==> src/rtl/serial_sub_4bit_pkg.sv <==
// Shared arithmetic definitions for the bit-serial subtractor: default
// operand width, controller state encoding and the counter sizing helper.
package serial_sub_4bit_pkg;

    localparam int SUB_WIDTH = 4;

    typedef enum logic [1:0] {
        IDLE = 2'd0,
        RUN  = 2'd1,
        DONE = 2'd2
    } sub_state_t;

    // Bit counter width for a given operand width; never narrower than one bit.
    function automatic int cnt_width(input int w);
        return (w > 1) ? $clog2(w) : 1;
    endfunction

endpackage

==> src/rtl/serial_sub_4bit_if.sv <==
// Start/busy/done request bundle between a controller (master) and the
// serial subtractor (slave).
interface serial_sub_4bit_if
    import serial_sub_4bit_pkg::*;
#(
    parameter int WIDTH = SUB_WIDTH
) ();

    logic             start;
    logic [WIDTH-1:0] a;
    logic [WIDTH-1:0] b;
    logic             busy;
    logic             done;
    logic [WIDTH-1:0] diff;
    logic             bout;
    logic             ovf;

    modport master (
        output start, a, b,
        input  busy, done, diff, bout, ovf
    );

    modport slave (
        input  start, a, b,
        output busy, done, diff, bout, ovf
    );

endinterface

==> src/rtl/serial_sub_4bit_full_sub_1bit.sv <==
// Single full-subtractor cell: x - y - bin, producing a difference bit and
// a borrow out. Purely combinational; the top reuses it once per bit.
module full_sub_1bit (
    input  logic x,
    input  logic y,
    input  logic bin,
    output logic d,
    output logic bout
);

    // Difference and borrow of one bit position.
    always_comb begin
        d    = x ^ y ^ bin;
        bout = (~x & y) | (~(x ^ y) & bin);
    end

endmodule

==> src/rtl/serial_sub_4bit.sv <==
// Bit-serial two's-complement subtractor. Operands are latched on an
// accepted start, then shifted LSB-first through one full-subtractor cell
// with a registered borrow. Results are published only when DONE is entered
// and are held until the next completed operation.
module serial_sub_4bit
    import serial_sub_4bit_pkg::*;
#(
    parameter int WIDTH = SUB_WIDTH
) (
    input  logic             clk,
    input  logic             rst,
    serial_sub_4bit_if.slave bus
);

    localparam int CNT_W = cnt_width(WIDTH);
    localparam logic [CNT_W-1:0] CNT_LAST = CNT_W'(WIDTH - 1);

    sub_state_t       state;
    sub_state_t       state_nxt;

    logic [WIDTH-1:0] sa;
    logic [WIDTH-1:0] sb;
    logic [WIDTH-1:0] sd;
    logic             br;
    logic [CNT_W-1:0] cnt;
    logic             a_msb;
    logic             b_msb;

    logic [WIDTH-1:0] diff_q;
    logic             bout_q;
    logic             ovf_q;
    logic             busy_q;
    logic             done_q;

    logic             busy_nxt;
    logic             done_nxt;
    logic             accept;
    logic             last_bit;

    logic             cell_d;
    logic             cell_b;
    logic [WIDTH-1:0] result_word;

    full_sub_1bit u_cell (
        .x    (sa[0]),
        .y    (sb[0]),
        .bin  (br),
        .d    (cell_d),
        .bout (cell_b)
    );

    // The difference register after this cycle's bit enters at the MSB;
    // on the last bit this is the complete result.
    assign result_word = {cell_d, sd[WIDTH-1:1]};

    // State register plus registered busy/done so every output comes from a flop.
    always_ff @(posedge clk or posedge rst) begin
        if (rst) begin
            state  <= IDLE;
            busy_q <= 1'b0;
            done_q <= 1'b0;
        end else begin
            state  <= state_nxt;
            busy_q <= busy_nxt;
            done_q <= done_nxt;
        end
    end

    // Next-state decode; busy_nxt/done_nxt describe the state being entered.
    always_comb begin
        state_nxt = state;
        busy_nxt  = 1'b0;
        done_nxt  = 1'b0;
        accept    = 1'b0;
        last_bit  = 1'b0;
        case (state)
            IDLE: begin
                if (bus.start) begin
                    accept    = 1'b1;
                    state_nxt = RUN;
                    busy_nxt  = 1'b1;
                end
            end
            RUN: begin
                busy_nxt = 1'b1;
                if (cnt == CNT_LAST) begin
                    last_bit  = 1'b1;
                    state_nxt = DONE;
                    done_nxt  = 1'b1;
                end
            end
            DONE: begin
                state_nxt = IDLE;
            end
            default: begin
                state_nxt = IDLE;
            end
        endcase
    end

    // Operand shift registers, borrow flop and bit counter.
    always_ff @(posedge clk or posedge rst) begin
        if (rst) begin
            sa    <= '0;
            sb    <= '0;
            sd    <= '0;
            br    <= 1'b0;
            cnt   <= '0;
            a_msb <= 1'b0;
            b_msb <= 1'b0;
        end else if (accept) begin
            sa    <= bus.a;
            sb    <= bus.b;
            sd    <= '0;
            br    <= 1'b0;
            cnt   <= '0;
            a_msb <= bus.a[WIDTH-1];
            b_msb <= bus.b[WIDTH-1];
        end else if (state == RUN) begin
            sa    <= {1'b0, sa[WIDTH-1:1]};
            sb    <= {1'b0, sb[WIDTH-1:1]};
            sd    <= result_word;
            br    <= cell_b;
            cnt   <= cnt + 1'b1;
        end
    end

    // Result registers, loaded only on the transition into DONE.
    always_ff @(posedge clk or posedge rst) begin
        if (rst) begin
            diff_q <= '0;
            bout_q <= 1'b0;
            ovf_q  <= 1'b0;
        end else if (last_bit) begin
            diff_q <= result_word;
            bout_q <= cell_b;
            ovf_q  <= (a_msb != b_msb) && (cell_d != a_msb);
        end
    end

    assign bus.busy = busy_q;
    assign bus.done = done_q;
    assign bus.diff = diff_q;
    assign bus.bout = bout_q;
    assign bus.ovf  = ovf_q;

endmodule
==> src/flat_wrapper.sv <==
// flat-port wrapper written by rule: the top's interface ports become plain ports
module serial_sub_4bit_flat import serial_sub_4bit_pkg::*;
#(
    parameter int WIDTH = SUB_WIDTH
)
  (clk, rst, bus_start, bus_a, bus_b, bus_busy, bus_done, bus_diff, bus_bout, bus_ovf);
  serial_sub_4bit_if #(.WIDTH(WIDTH)) bus_i ();
  input  logic clk;
  input  logic rst;
  input wire logic [$bits(bus_i.start)-1:0] bus_start;
  input wire logic [$bits(bus_i.a)-1:0] bus_a;
  input wire logic [$bits(bus_i.b)-1:0] bus_b;
  output wire logic [$bits(bus_i.busy)-1:0] bus_busy;
  output wire logic [$bits(bus_i.done)-1:0] bus_done;
  output wire logic [$bits(bus_i.diff)-1:0] bus_diff;
  output wire logic [$bits(bus_i.bout)-1:0] bus_bout;
  output wire logic [$bits(bus_i.ovf)-1:0] bus_ovf;
  assign bus_i.start = bus_start;
  assign bus_i.a = bus_a;
  assign bus_i.b = bus_b;
  assign bus_busy = bus_i.busy;
  assign bus_done = bus_i.done;
  assign bus_diff = bus_i.diff;
  assign bus_bout = bus_i.bout;
  assign bus_ovf = bus_i.ovf;
  serial_sub_4bit #(.WIDTH(WIDTH)) u_core (.clk(clk), .rst(rst), .bus(bus_i));
endmodule
==> config.mk <==
export PLATFORM = sky130hd
export DESIGN_NAME = serial_sub_4bit_flat
export DESIGN_NICKNAME = d
export VERILOG_FILES = /design/src/rtl/serial_sub_4bit_pkg.sv /design/src/rtl/serial_sub_4bit_if.sv /design/src/rtl/serial_sub_4bit_full_sub_1bit.sv /design/src/rtl/serial_sub_4bit.sv /design/src/flat_wrapper.sv
export SDC_FILE = /design/constraint.sdc
export NUM_CORES = 1
export LEC_CHECK = 0
export ABC_AREA = 0
export BUFFER_PORTS_ARGS = -buffer_cell sky130_fd_sc_hd__buf_2
export CAP_MARGIN = 0
export CORE_MARGIN = 2
export CORE_UTILIZATION = 56
export CTS_BUF_LIST = sky130_fd_sc_hd__clkbuf_4 sky130_fd_sc_hd__clkbuf_8
export CTS_CLUSTER_DIAMETER = 30
export DETAILED_ROUTE_END_ITERATION = 16
export GPL_TIMING_DRIVEN = 1
export PLACE_DENSITY = 0.85
export RECOVER_POWER = 25
export SYNTH_ARGS = -nofsm -noshare
export SYNTH_HDL_FRONTEND = slang
export SYNTH_HIERARCHICAL = 1
export SYNTH_SLANG_ARGS = --single-unit
==> constraint.sdc <==
create_clock -name clk -period 1.4 [get_ports clk]
set_input_delay 0.21 -clock clk [delete_from_list [all_inputs] [get_ports clk]]
set_output_delay 0.21 -clock clk [all_outputs]
set_load 0.05 [all_outputs]
==> summary.txt <==
STA
  • Total negative slack: -0.0625 ns
  • RSZ-0062 raised after global routing: yes
  • Max_slew headroom: 0.590
  • Pins over their slew limit: 0
  • Worst Skew: 0.00800 ns
  • Worst Slack Setup Final: -0.0625 ns
  • Period Utilization, post-route: 1.04
  • Endpoints failing hold: 0
  • Worst-margin pin slew: 0.616 ns
  • Fmax: 684 MHz
  • Min Tclk post-route: 1.46 ns
  • # setup viols final: 1

Power
  • Clock power share: 0.119
  • Comb pwr share: 0.470
  • Leakage: 0.647 nW
  • Share of power burned in registers: 0.411
  • Pwr Total: 3.16 mW
  • Psw: 1.33 mW
  • Power Density: 2440 nW/um^2
  • Switching share of power: 0.421
  • Worst vdd ir: 1.20 mV
  • Cell-internal power: 1.83 mW

Worst setup path
  • Crit Path Class: register to register
  • Worst path top cell family by delay: adder cells
  • Worst Path Buf+Inv: 1
  • Required @ worst endpoint: 1.66 ns
  • Worst setup SP type: register
  • Critical path fanouts, max: 4
  • Arr. time, crit path: 1.72 ns
  • Slowest Stage Delay on Critical Path: 0.61 ns
  • Slowest CP cell: fa_2
  • Cell Chain, Critical Path: inv_2 -> fa_2 -> nor2b_4 -> a21oi_2 -> o21ai_1
  • R2R setup slack: -0.06 ns
  • Critical path capture point type: register

Yosys
  • Multiplexer share of the synthesized area: 0.0822
  • Area contributors post-synth: dfrtp_1 59%, mux2_2 8.2%, o21ai_0 4.1%, a22oi_1 4.1%, a22o_1 4.0%
  • Compound-Gate Fraction of Synth Area: 0.151
  • Simple-gate area share of the yosys netlist: 0.104
  • Synth Flop Type: dfrtp_1
  • Mapped cell area: 1100 sq um
  • Post-synthesis adder-cell area fraction: 0.0297
  • Largest family of logic cells by synthesized area: compound AO/OA/AOI/OAI gates
  • Post-synth top area cell: dfrtp_1
  • XOR/XNOR share of the synthesized area: 0
  • Top cells by count, synth: 26 x dfrtp_1, 9 x nand2_1, 9 x o21ai_0
  • Post-synthesis average cell area: 12.3 sq um
  • Yosys reg bits: 26
  • Yosys synthesis warning count: 6
  • Sequential area share after synthesis: 0.594
  • Most common cell in the netlist: dfrtp_1
  • Post-synth ARST share: 1.00
  • Synth Net Count: 102
  • Netlist cell types: 18
  • Post-synth EDFFs: 0
  • Synth Instances: 89
  • Yosys top cell area share: 0.594

CTS
  • Clk sinks: 26
  • Clock-pin slew on the worst setup and hold paths: 0.14 ns
  • H-tree depth: 1
  • Clock Tree Buf Depth: 2
  • CTS tree: yes
  • Clk root buf: clkbuf_4
  • Worst-Skew Late Latency: 0.32 ns
  • Inserted Clock Buffers: 3

Detailed routing
  • Initial detailed-routing violation count: 19
  • Vias: 742
  • Number of vias per cell: 5.30
  • Drt total wl: 2.03 mm
  • Post-DRT Antenna Nets: 0
  • Drt first pass iters: 4
  • DRC: 0
  • WL per Instance: 14.5 um

Placement
  • GPL Wtd Cong: 0.716
  • Placed Cells: 134
  • Placed inst area: 1220 sq um
  • Hpwl dp: 1.46 mm
  • IO Port Bufs: 18

Floorplanning
  • I/O pin cnt: 19
  • CORE AREA: 1900 sq um
  • Die width: 48.2 um
  • Die area: 2330 sq um
  • Die Height: 48.2 um
  • Initial Util: 0.576
  • Rows: 16

Finish
  • P&R area growth vs syn: 18.2%
  • ANT cells: 0
  • Layout cell share with drive strength beyond 1: 0.381
  • # nets final: 127
  • Fin area: 1290 sq um
  • Post-Layout Cell Count: 140

GRT
  • Antenna violations before repair: 0
  • GRT Overall Usage: 0.195
  • First-pass GRT wire length: 3.02 mm
  • Largest net degree at the start of global routing: 27
  • Vias in the first global route: 690
  • Grt ovf: 0

Hold path
  • Hold WC Path Type: primary input to register

Status
  • Violated checks: negative setup slack
  • Status: complete, but fails checks

Job
  • Maxcap violations: 0
-- path summary, 6_finish.rpt --
kind | startpoint | cells after the start | endpoint
setup / recovery | u_core/br$_DFFE_PP0P_ | 5 | u_core/bus.ovf$_DFFE_PP0P_
max in group asynchronous | rst | 4 | u_core/sa[2]$_DFFE_PP0P_
hold / removal | bus_b[3] | 2 | u_core/b_msb$_DFFE_PP0P_
hold reg to reg | u_core/bus.diff[1]$_DFFE_PP0P_ | 1 | u_core/bus.diff[1]$_DFFE_PP0P_
min in group asynchronous | rst | 4 | u_core/bus.diff[0]$_DFFE_PP0P_
setup reg to reg | u_core/br$_DFFE_PP0P_ | 5 | u_core/bus.ovf$_DFFE_PP0P_
-- power groups by stage --
stage,Combinational (mW),Clock (mW),Sequential (mW)
2_1_floorplan,0.765,0,1.59
3_3_place_gp,1.34,0,1.27
3_5_place_dp,1.40,0,1.29
4_1_cts,1.41,0.380,1.28
5_1_grt,1.63,0.409,1.34
6_report,1.49,0.377,1.30
-- layer usage --
metal	track usage	vias to the layer above	share of wire
li1	-	353	-
met1	0.257	375	0.43
met2	0.308	12	0.52
met3	0.0593	2	0.037
met4	0.0649	0	0.0084
met5	0	-	0
-- flip-flops by register name (all words and copies together), names as in the netlist --
name             flops
u_core/a_msb         1
u_core/b_msb         1
u_core/br            1
u_core/bus.bout      1
u_core/bus.busy      1
u_core/bus.diff      4
u_core/bus.done      1
u_core/bus.ovf       1
u_core/cnt           2
u_core/sa            4
u_core/sb            4
u_core/sd            3
u_core/state         2
-- per-stage QoR --
step / hold slack, ns / worst slack (ns) / utilization
after floorplan: 0.250 / 0.0676 / -
after CTS: 0.129 / -0.0565 / 0.668
final: 0.135 / -0.0625 / 0.681
after detailed placement: 0.283 / -0.0776 / 0.644
after global placement: 0.266 / 0.0430 / 0.644
after global routing: 0.125 / -0.117 / 0.681
-- final cells by class --
class	count	area [sq um]
Inverter	7	26.3
Clock buffer	4	36.3
Tap cell	27	33.8
Sequential cell	26	651
Multi-Input combinational cell	53	420
Fill cell	135	607
Timing Repair Buffer	23	128
-- kinds of logic after synthesis --
logic type / count (synthesis)
AO/OA/AOI/OAI: 25
adder cells (fa/ha/maj): 2
buffers and inverters: 10
flip-flops: 26
multiplexers: 8
AND/OR/NAND/NOR: 18
-- placed cells by master, fill, tap and decap left out --
| cell type | Yosys | layout |
|---|---|---|
| a21oi_1 | 4 | 3 |
| a21oi_2 | 0 | 1 |
| a22o_1 | 5 | 5 |
| a22oi_1 | 6 | 6 |
| and2b_1 | 1 | 1 |
| buf_2 | 2 | 18 |
| buf_4 | 1 | 3 |
| clkbuf_2 | 0 | 1 |
| clkbuf_4 | 0 | 3 |
| clkbuf_8 | 0 | 1 |
| dfrtp_1 | 26 | 26 |
| dlygate4sd3_1 | 0 | 1 |
| fa_2 | 0 | 1 |
| ha_1 | 1 | 1 |
| inv_1 | 7 | 5 |
| inv_2 | 0 | 2 |
| mux2_2 | 8 | 8 |
| nand2_1 | 9 | 9 |
| nand3b_4 | 1 | 1 |
| nor2b_1 | 5 | 4 |
| nor2b_4 | 1 | 2 |
| nor3b_2 | 0 | 1 |
| o21ai_0 | 9 | 8 |
| o21ai_1 | 0 | 1 |
| o21bai_2 | 1 | 1 |
-- timing repair --
action                                  in CTS  in global routing
endpoints found under the hold margin       26                  0
setup buffers                                0                  1
hold buffers                                 1                  0
gates resized for setup                      2                  5
pin swaps                                    0                  3
endpoints found under the setup margin       1                  4
No activity file was read; power rests on OpenSTA's default activity.
